<file path="src/rtl/jtag_tap_core_if.sv">
// JTAG pin-side and debug-side signal bundle for the TAP core.
// The host/bench drives the master side; the TAP core is the slave.
interface jtag_tap_core_if #(
    parameter int IR_WIDTH = 4,
    parameter int NUM_USER = 2
);
    logic                TMS;
    logic                TDI;
    logic                TDO;
    logic                tdo_en;
    logic [3:0]          state_out;
    logic [IR_WIDTH-1:0] ir_out;
    logic                tlr;
    logic                capture_dr;
    logic                shift_dr;
    logic                update_dr;
    logic [NUM_USER-1:0] user_sel;
    logic [NUM_USER-1:0] user_tdo;

    modport master (
        output TMS, TDI, user_tdo,
        input  TDO, tdo_en, state_out, ir_out, tlr,
               capture_dr, shift_dr, update_dr, user_sel
    );

    modport slave (
        input  TMS, TDI, user_tdo,
        output TDO, tdo_en, state_out, ir_out, tlr,
               capture_dr, shift_dr, update_dr, user_sel
    );
endinterface

</file>
<file path="src/rtl/jtag_tap_core.sv">
// IEEE 1149.1 TAP controller with IR, IDCODE and BYPASS registers,
// falling-edge TDO and decoded strobes for externally attached user DRs.
module jtag_tap_core #(
    parameter int                  IR_WIDTH     = 4,
    parameter logic [31:0]         IDCODE_VAL   = 32'h1000_0001,
    parameter logic [IR_WIDTH-1:0] IDCODE_OP    = IR_WIDTH'(1),
    parameter int                  NUM_USER     = 2,
    parameter int                  USER_OP_BASE = 8
) (
    input  logic            TCK,
    input  logic            TRST,
    jtag_tap_core_if.slave  jtag
);

    typedef enum logic [3:0] {
        EX2_DR = 4'h0, EX1_DR = 4'h1, SH_DR  = 4'h2, PAU_DR = 4'h3,
        SEL_IR = 4'h4, UPD_DR = 4'h5, CAP_DR = 4'h6, SEL_DR = 4'h7,
        EX2_IR = 4'h8, EX1_IR = 4'h9, SH_IR  = 4'hA, PAU_IR = 4'hB,
        RTI    = 4'hC, UPD_IR = 4'hD, CAP_IR = 4'hE, TLR    = 4'hF
    } tap_state_e;

    tap_state_e          state, state_nxt;
    logic [IR_WIDTH-1:0] ir_sr;
    logic [IR_WIDTH-1:0] ir_active;
    logic [31:0]         idcode_reg;
    logic                bypass_reg;
    logic [NUM_USER-1:0] user_sel;
    logic                sel_idcode;
    logic                sel_bypass;
    logic                dr_tdo;
    logic                tdo_q;
    logic                tdo_en_q;

    // ---------------------------------------------------------------- FSM
    always_ff @(posedge TCK or negedge TRST) begin
        if (!TRST) state <= TLR;
        else       state <= state_nxt;
    end

    always_comb begin
        state_nxt = state;
        unique case (state)
            TLR:    state_nxt = jtag.TMS ? TLR    : RTI;
            RTI:    state_nxt = jtag.TMS ? SEL_DR : RTI;
            SEL_DR: state_nxt = jtag.TMS ? SEL_IR : CAP_DR;
            CAP_DR: state_nxt = jtag.TMS ? EX1_DR : SH_DR;
            SH_DR:  state_nxt = jtag.TMS ? EX1_DR : SH_DR;
            EX1_DR: state_nxt = jtag.TMS ? UPD_DR : PAU_DR;
            PAU_DR: state_nxt = jtag.TMS ? EX2_DR : PAU_DR;
            EX2_DR: state_nxt = jtag.TMS ? UPD_DR : SH_DR;
            UPD_DR: state_nxt = jtag.TMS ? SEL_DR : RTI;
            SEL_IR: state_nxt = jtag.TMS ? TLR    : CAP_IR;
            CAP_IR: state_nxt = jtag.TMS ? EX1_IR : SH_IR;
            SH_IR:  state_nxt = jtag.TMS ? EX1_IR : SH_IR;
            EX1_IR: state_nxt = jtag.TMS ? UPD_IR : PAU_IR;
            PAU_IR: state_nxt = jtag.TMS ? EX2_IR : PAU_IR;
            EX2_IR: state_nxt = jtag.TMS ? UPD_IR : SH_IR;
            UPD_IR: state_nxt = jtag.TMS ? SEL_DR : RTI;
            default: state_nxt = TLR;
        endcase
    end

    // ---------------------------------------------------- instruction path
    always_ff @(posedge TCK or negedge TRST) begin
        if (!TRST) begin
            ir_sr <= IR_WIDTH'(1);
        end else if (state == CAP_IR) begin
            ir_sr <= IR_WIDTH'(1);
        end else if (state == SH_IR) begin
            ir_sr <= {jtag.TDI, ir_sr[IR_WIDTH-1:1]};
        end
    end

    // Falling-edge update keeps ir_active stable across the following posedge.
    always_ff @(negedge TCK or negedge TRST) begin
        if (!TRST)                ir_active <= IDCODE_OP;
        else if (state == TLR)    ir_active <= IDCODE_OP;
        else if (state == UPD_IR) ir_active <= ir_sr;
    end

    // ------------------------------------------------------------- decode
    for (genvar k = 0; k < NUM_USER; k++) begin : g_user_sel
        assign user_sel[k] = (ir_active == IR_WIDTH'(USER_OP_BASE + k));
    end

    // All-ones wins over a user opcode that happens to alias it.
    assign sel_idcode = (ir_active == IDCODE_OP);
    assign sel_bypass = !sel_idcode && ((&ir_active) || !(|user_sel));

    // ------------------------------------------------------ data registers
    always_ff @(posedge TCK or negedge TRST) begin
        if (!TRST) begin
            idcode_reg <= IDCODE_VAL;
        end else if (state == CAP_DR) begin
            idcode_reg <= IDCODE_VAL;
        end else if (state == SH_DR && sel_idcode) begin
            idcode_reg <= {jtag.TDI, idcode_reg[31:1]};
        end
    end

    always_ff @(posedge TCK or negedge TRST) begin
        if (!TRST) begin
            bypass_reg <= 1'b0;
        end else if (state == CAP_DR) begin
            bypass_reg <= 1'b0;
        end else if (state == SH_DR && sel_bypass) begin
            bypass_reg <= jtag.TDI;
        end
    end

    always_comb begin
        dr_tdo = bypass_reg;
        if (sel_idcode)      dr_tdo = idcode_reg[0];
        else if (!sel_bypass) dr_tdo = |(user_sel & jtag.user_tdo);
    end

    // ------------------------------------------------------------ TDO mux
    always_ff @(negedge TCK or negedge TRST) begin
        if (!TRST) begin
            tdo_q    <= 1'b0;
            tdo_en_q <= 1'b0;
        end else begin
            unique case (state)
                SH_IR: begin
                    tdo_q    <= ir_sr[0];
                    tdo_en_q <= 1'b1;
                end
                SH_DR: begin
                    tdo_q    <= dr_tdo;
                    tdo_en_q <= 1'b1;
                end
                default: begin
                    tdo_q    <= 1'b0;
                    tdo_en_q <= 1'b0;
                end
            endcase
        end
    end

    // ------------------------------------------------------------ outputs
    assign jtag.TDO        = tdo_q;
    assign jtag.tdo_en     = tdo_en_q;
    assign jtag.state_out  = state;
    assign jtag.ir_out     = ir_active;
    assign jtag.tlr        = (state == TLR);
    assign jtag.capture_dr = (state == CAP_DR);
    assign jtag.shift_dr   = (state == SH_DR);
    assign jtag.update_dr  = (state == UPD_DR);
    assign jtag.user_sel   = user_sel;

endmodule
</file>
<file path="src/flat_wrapper.sv">
// flat-port wrapper written by rule: the top's interface ports become plain ports
module jtag_tap_core_flat 
#(
    parameter int                  IR_WIDTH     = 4,
    parameter logic [31:0]         IDCODE_VAL   = 32'h1000_0001,
    parameter logic [IR_WIDTH-1:0] IDCODE_OP    = IR_WIDTH'(1),
    parameter int                  NUM_USER     = 2,
    parameter int                  USER_OP_BASE = 8
)
  (TCK, TRST, jtag_TMS, jtag_TDI, jtag_user_tdo, jtag_TDO, jtag_tdo_en, jtag_state_out, jtag_ir_out, jtag_tlr, jtag_capture_dr, jtag_shift_dr, jtag_update_dr, jtag_user_sel);
  jtag_tap_core_if #(.IR_WIDTH(IR_WIDTH), .NUM_USER(NUM_USER)) jtag_i ();
  input  logic TCK;
  input  logic TRST;
  input wire logic [$bits(jtag_i.TMS)-1:0] jtag_TMS;
  input wire logic [$bits(jtag_i.TDI)-1:0] jtag_TDI;
  input wire logic [$bits(jtag_i.user_tdo)-1:0] jtag_user_tdo;
  output wire logic [$bits(jtag_i.TDO)-1:0] jtag_TDO;
  output wire logic [$bits(jtag_i.tdo_en)-1:0] jtag_tdo_en;
  output wire logic [$bits(jtag_i.state_out)-1:0] jtag_state_out;
  output wire logic [$bits(jtag_i.ir_out)-1:0] jtag_ir_out;
  output wire logic [$bits(jtag_i.tlr)-1:0] jtag_tlr;
  output wire logic [$bits(jtag_i.capture_dr)-1:0] jtag_capture_dr;
  output wire logic [$bits(jtag_i.shift_dr)-1:0] jtag_shift_dr;
  output wire logic [$bits(jtag_i.update_dr)-1:0] jtag_update_dr;
  output wire logic [$bits(jtag_i.user_sel)-1:0] jtag_user_sel;
  assign jtag_i.TMS = jtag_TMS;
  assign jtag_i.TDI = jtag_TDI;
  assign jtag_i.user_tdo = jtag_user_tdo;
  assign jtag_TDO = jtag_i.TDO;
  assign jtag_tdo_en = jtag_i.tdo_en;
  assign jtag_state_out = jtag_i.state_out;
  assign jtag_ir_out = jtag_i.ir_out;
  assign jtag_tlr = jtag_i.tlr;
  assign jtag_capture_dr = jtag_i.capture_dr;
  assign jtag_shift_dr = jtag_i.shift_dr;
  assign jtag_update_dr = jtag_i.update_dr;
  assign jtag_user_sel = jtag_i.user_sel;
  jtag_tap_core #(.IR_WIDTH(IR_WIDTH), .IDCODE_VAL(IDCODE_VAL), .IDCODE_OP(IDCODE_OP), .NUM_USER(NUM_USER), .USER_OP_BASE(USER_OP_BASE)) u_core (.TCK(TCK), .TRST(TRST), .jtag(jtag_i));
endmodule
</file>
<file path="config.mk">
export PLATFORM = sky130hd
export DESIGN_NAME = jtag_tap_core_flat
export DESIGN_NICKNAME = d
export VERILOG_FILES = /design/src/rtl/jtag_tap_core_if.sv /design/src/rtl/jtag_tap_core.sv /design/src/flat_wrapper.sv
export SDC_FILE = /design/constraint.sdc
export NUM_CORES = 1
export LEC_CHECK = 0
export BUFFER_PORTS_ARGS = -buffer_cell sky130_fd_sc_hd__buf_2
export CORE_MARGIN = 8
export CORE_UTILIZATION = 30
export DETAILED_ROUTE_END_ITERATION = 7
export GPL_ROUTABILITY_DRIVEN = 0
export PLACE_DENSITY = 0.46
export SYNTH_ARGS = -nofsm -noshare
export SYNTH_HDL_FRONTEND = slang
export SYNTH_SLANG_ARGS = --single-unit
export TNS_END_PERCENT = 100
</file>
<file path="constraint.sdc">
create_clock -name TCK -period 2.35 [get_ports TCK]
set_clock_uncertainty 0.2 [all_clocks]
set_input_delay 0.235 -clock TCK [delete_from_list [all_inputs] [get_ports TCK]]
set_output_delay 0.235 -clock TCK [all_outputs]
set_load 0.05 [all_outputs]
</file>
==> results by group <==
Worst setup path
  – Startpoint class of the critical path: register
  – Critical path peak fanout: 3
  – CP Cell Sequence: nor2_2, buf_6, and3_4, buf_8
  – Crit path capture type: primary output
  – CP arrival: around 2400 ps
  – Crit-path max cell delay: 350 ps
  – Worst Path Required: roughly 1900 ps
  – CP Class: register to primary output
  – Slowest cell on crit path: dfrtn_1

Run
  – MaxCap Viol Count: 0

Detailed routing
  – Pre-Repair DR Iteration Count: 4
  – Routed wire per std cell: between 10 and 15 um
  – DRC: 0
  – Post-route ant nets: 0
  – Final wirelength: just under 5 mm
  – Iter 0 DRT Violations: between 90 and 100
  – Via Count: about 1700
  – Vias per cell: ~4.8

Logic synthesis
  – Average footprint of a synthesized cell: approximately 9.5 um^2
  – Netlist cell types: 29
  – Syn nets: between 200 and 250
  – Synthesized area: about 2000 um^2
  – Gate Count Post-Synth: between 200 and 250
  – Flops & latches, synth: between 40 and 50
  – Register area share after synthesis: 0.5763
  – Synth Warn #: 0

Clocking
  – Worst-skew pair later-pin latency: 350 ps
  – Root Buffer: clkbuf_8
  – Max clock buf depth: 2
  – Cts bufs inserted: 5
  – Clk slew on worst S/H paths: roughly 80 ps
  – TritonCTS clock tree: done
  – Clk sinks: 47
  – CTS H-tree lvls: 2

Timing
  – Max-slew headroom: 0.7009
  – Measured slew at the worst slew-check pin: about 450 ps
  – Sum Neg Setup Slack: -16760 ps
  – Final hold vios: 0
  – RSZ-0062 raised after global routing: yes
  – Pins Over Slew Limit: 0
  – Final Setup Violations: 47
  – Final setup margin: -492.0 ps

Power
  – Pleak: 1.296 nW
  – Clock group share of total power: 0.143
  – Switching Power: between 1 and 1.5 mW
  – Power per Cell Area: 1176 nW/um^2
  – Internal: 1.977 mW
  – Comb pwr share: 0.513
  – Register share of total power: 0.343
  – Worst vdd ir: ~0.63 mV
  – Switching Fraction: 0.4096

Finish
  – Area delta synth->final: 38.30%
  – Net count reported at finish: around 270
  – Post-route cell area: 2846 um^2
  – Most common cell after layout, fill and taps aside: nand2_1
  – Share of layout cells above drive strength 1: 0.3680
  – Largest register FFs: 32
  – Most frequent cells in the layout: 48 x nand2_1, 34 x dfrtp_1, 28 x o21ai_1
  – N_diodes: 0

Floorplan
  – Core area: 6719 um^2
  – Io pins: 22
  – Die W: between 90 and 100 um
  – Rows: 30
  – Chip height: 98.83 um
  – Initial core utilization: 0.3063
  – Die ar.: around 9800 um^2

Outcome
  – Outcome: complete, but fails checks
  – Failing checks: setup timing

Min path
  – Hold Path Class: input port to register

Global routing
  – Vias in the first global route: between 1500 and 2000
  – Grt ovf: 0
  – First-pass GRT wire length: just under 8 mm
  – Global Route Usage Sum: 0.09817
  – Largest net degree at the start of global routing: 36
  – Antenna violations before repair: 0

Placement
  – Hpwl dp: ~2.9 mm
  – Placed cell area: 2384 um^2
  – I/O Buffers: 21
[path summary, 6_finish.rpt]
kind	startpoint	endpoint	slack [ps]	cells after the start
max	u_core.jtag.ir_out[1]	jtag_user_sel[1]	-490	4
min	jtag_TMS	u_core.jtag.state_out[0]	50	2
max reg2reg	u_core.jtag.ir_out[0]	u_core.idcode_reg[29]	-490	5
min reg2reg	u_core.idcode_reg[2]	u_core.idcode_reg[1]	270	2
max in group asynchronous	TRST	u_core.jtag.ir_out[0]	380	2
min in group asynchronous	TRST	u_core.ir_sr[1]	150	2
[cells by family after synthesis]
| family | share of synthesized area |
|---|---|
| compound gates | 0.1356 |
| mux | 0.005471 |
| simple gates | 0.2249 |
| flops | 0.5763 |
| buf+inv | 0.05775 |
[power by group through the flow]
stage	clock (mW)	combinational, mW	sequential, mW
floorplan	0.00532	0.715	1.38
global placement	0.00532	1.28	1.15
detailed placement	0.00532	1.28	1.15
CTS	0.504	1.62	1.14
global route	0.534	1.85	1.17
finish	0.480	1.72	1.15
[cells in the mapped netlist]
cell | count | area, um^2
nand2_1 | 52 | 195.2
dfrtp_1 | 34 | 850.8
o21ai_1 | 25 | 125.1
nand3_1 | 21 | 105.1
o21ai_0 | 12 | 60.06
nor2_1 | 9 | 33.78
buf_2 | 8 | 40.04
dfstp_2 | 8 | 210.2
nand2b_1 | 6 | 37.54
dfrtn_1 | 5 | 125.1
inv_1 | 5 | 18.77
a21oi_1 | 4 | 20.02
a31oi_1 | 4 | 25.02
buf_6 | 4 | 45.04
clkbuf_1 | 4 | 15.01
nor2b_1 | 2 | 12.51
o31ai_1 | 2 | 15.01
a22o_1 | 1 | 8.760
and3_1 | 1 | 6.260
and4b_2 | 1 | 11.26
mux2_2 | 1 | 11.26
nand3_2 | 1 | 10.01
nand4b_2 | 1 | 15.01
nor3_1 | 1 | 5.000
nor3b_1 | 1 | 7.510
nor4b_4 | 1 | 23.77
o21a_1 | 1 | 7.510
o21ai_2 | 1 | 8.760
o221ai_1 | 1 | 8.760
[final cells by class]
cell class / instances / area, um^2
clock buffers: 5 / 68.82
clock inverters: 4 / 18.77
fillers: 665 / 3872
inverters: 4 / 15.01
multi-input cells: 149 / 864.6
flip-flops and latches: 47 / 1194
well taps: 80 / 100.1
repair buffers: 60 / 585.6
[critical path, delay by kind of cell (launching register included)]
kind | cells | cell delay [ps]
flip-flops | 1 | 350
AND/OR/NAND/NOR | 2 | 310
buffers and inverters | 2 | 260
[through the flow]
stage | total power [mW] | hold slack, ps | instances | worst slack (ps) | util
after floorplan | 2.100 | -260.6 | 217 | -825.0 | -
after global placement | 2.429 | -55.39 | 324 | -316.8 | 0.3547
final | 3.348 | 54.89 | 349 | -492.0 | 0.4237
after global routing | 3.552 | 49.58 | 349 | -560.9 | 0.4237
after detailed placement | 2.435 | -51.75 | 324 | -318.5 | 0.3547
after CTS | 3.264 | 37.85 | 344 | -510.6 | 0.4043
[routing by layer]
| layer | global-route usage | vias to the layer above | share of wire |
|---|---|---|---|
| met1 | 0.1298 | 800 | 0.51 |
| met2 | 0.1486 | 25 | 0.45 |
| met5 | 0 | - | 0 |
| li1 | - | 831 | - |
| met3 | 0.01903 | 8 | 0.026 |
| met4 | 0.04959 | 0 | 0.019 |
[what timing repair did]
item / 4_1_cts / 5_1_grt
endpoints found under the hold margin: 7 / 0
endpoints found under the setup margin: 47 / 49
cloned: 0 / 3
pin swaps: 12 / 4
gates resized for setup: 44 / 18
setup buffers: 10 / 3
hold buffers: 2 / 0
(Power assumes the default switching activity.)
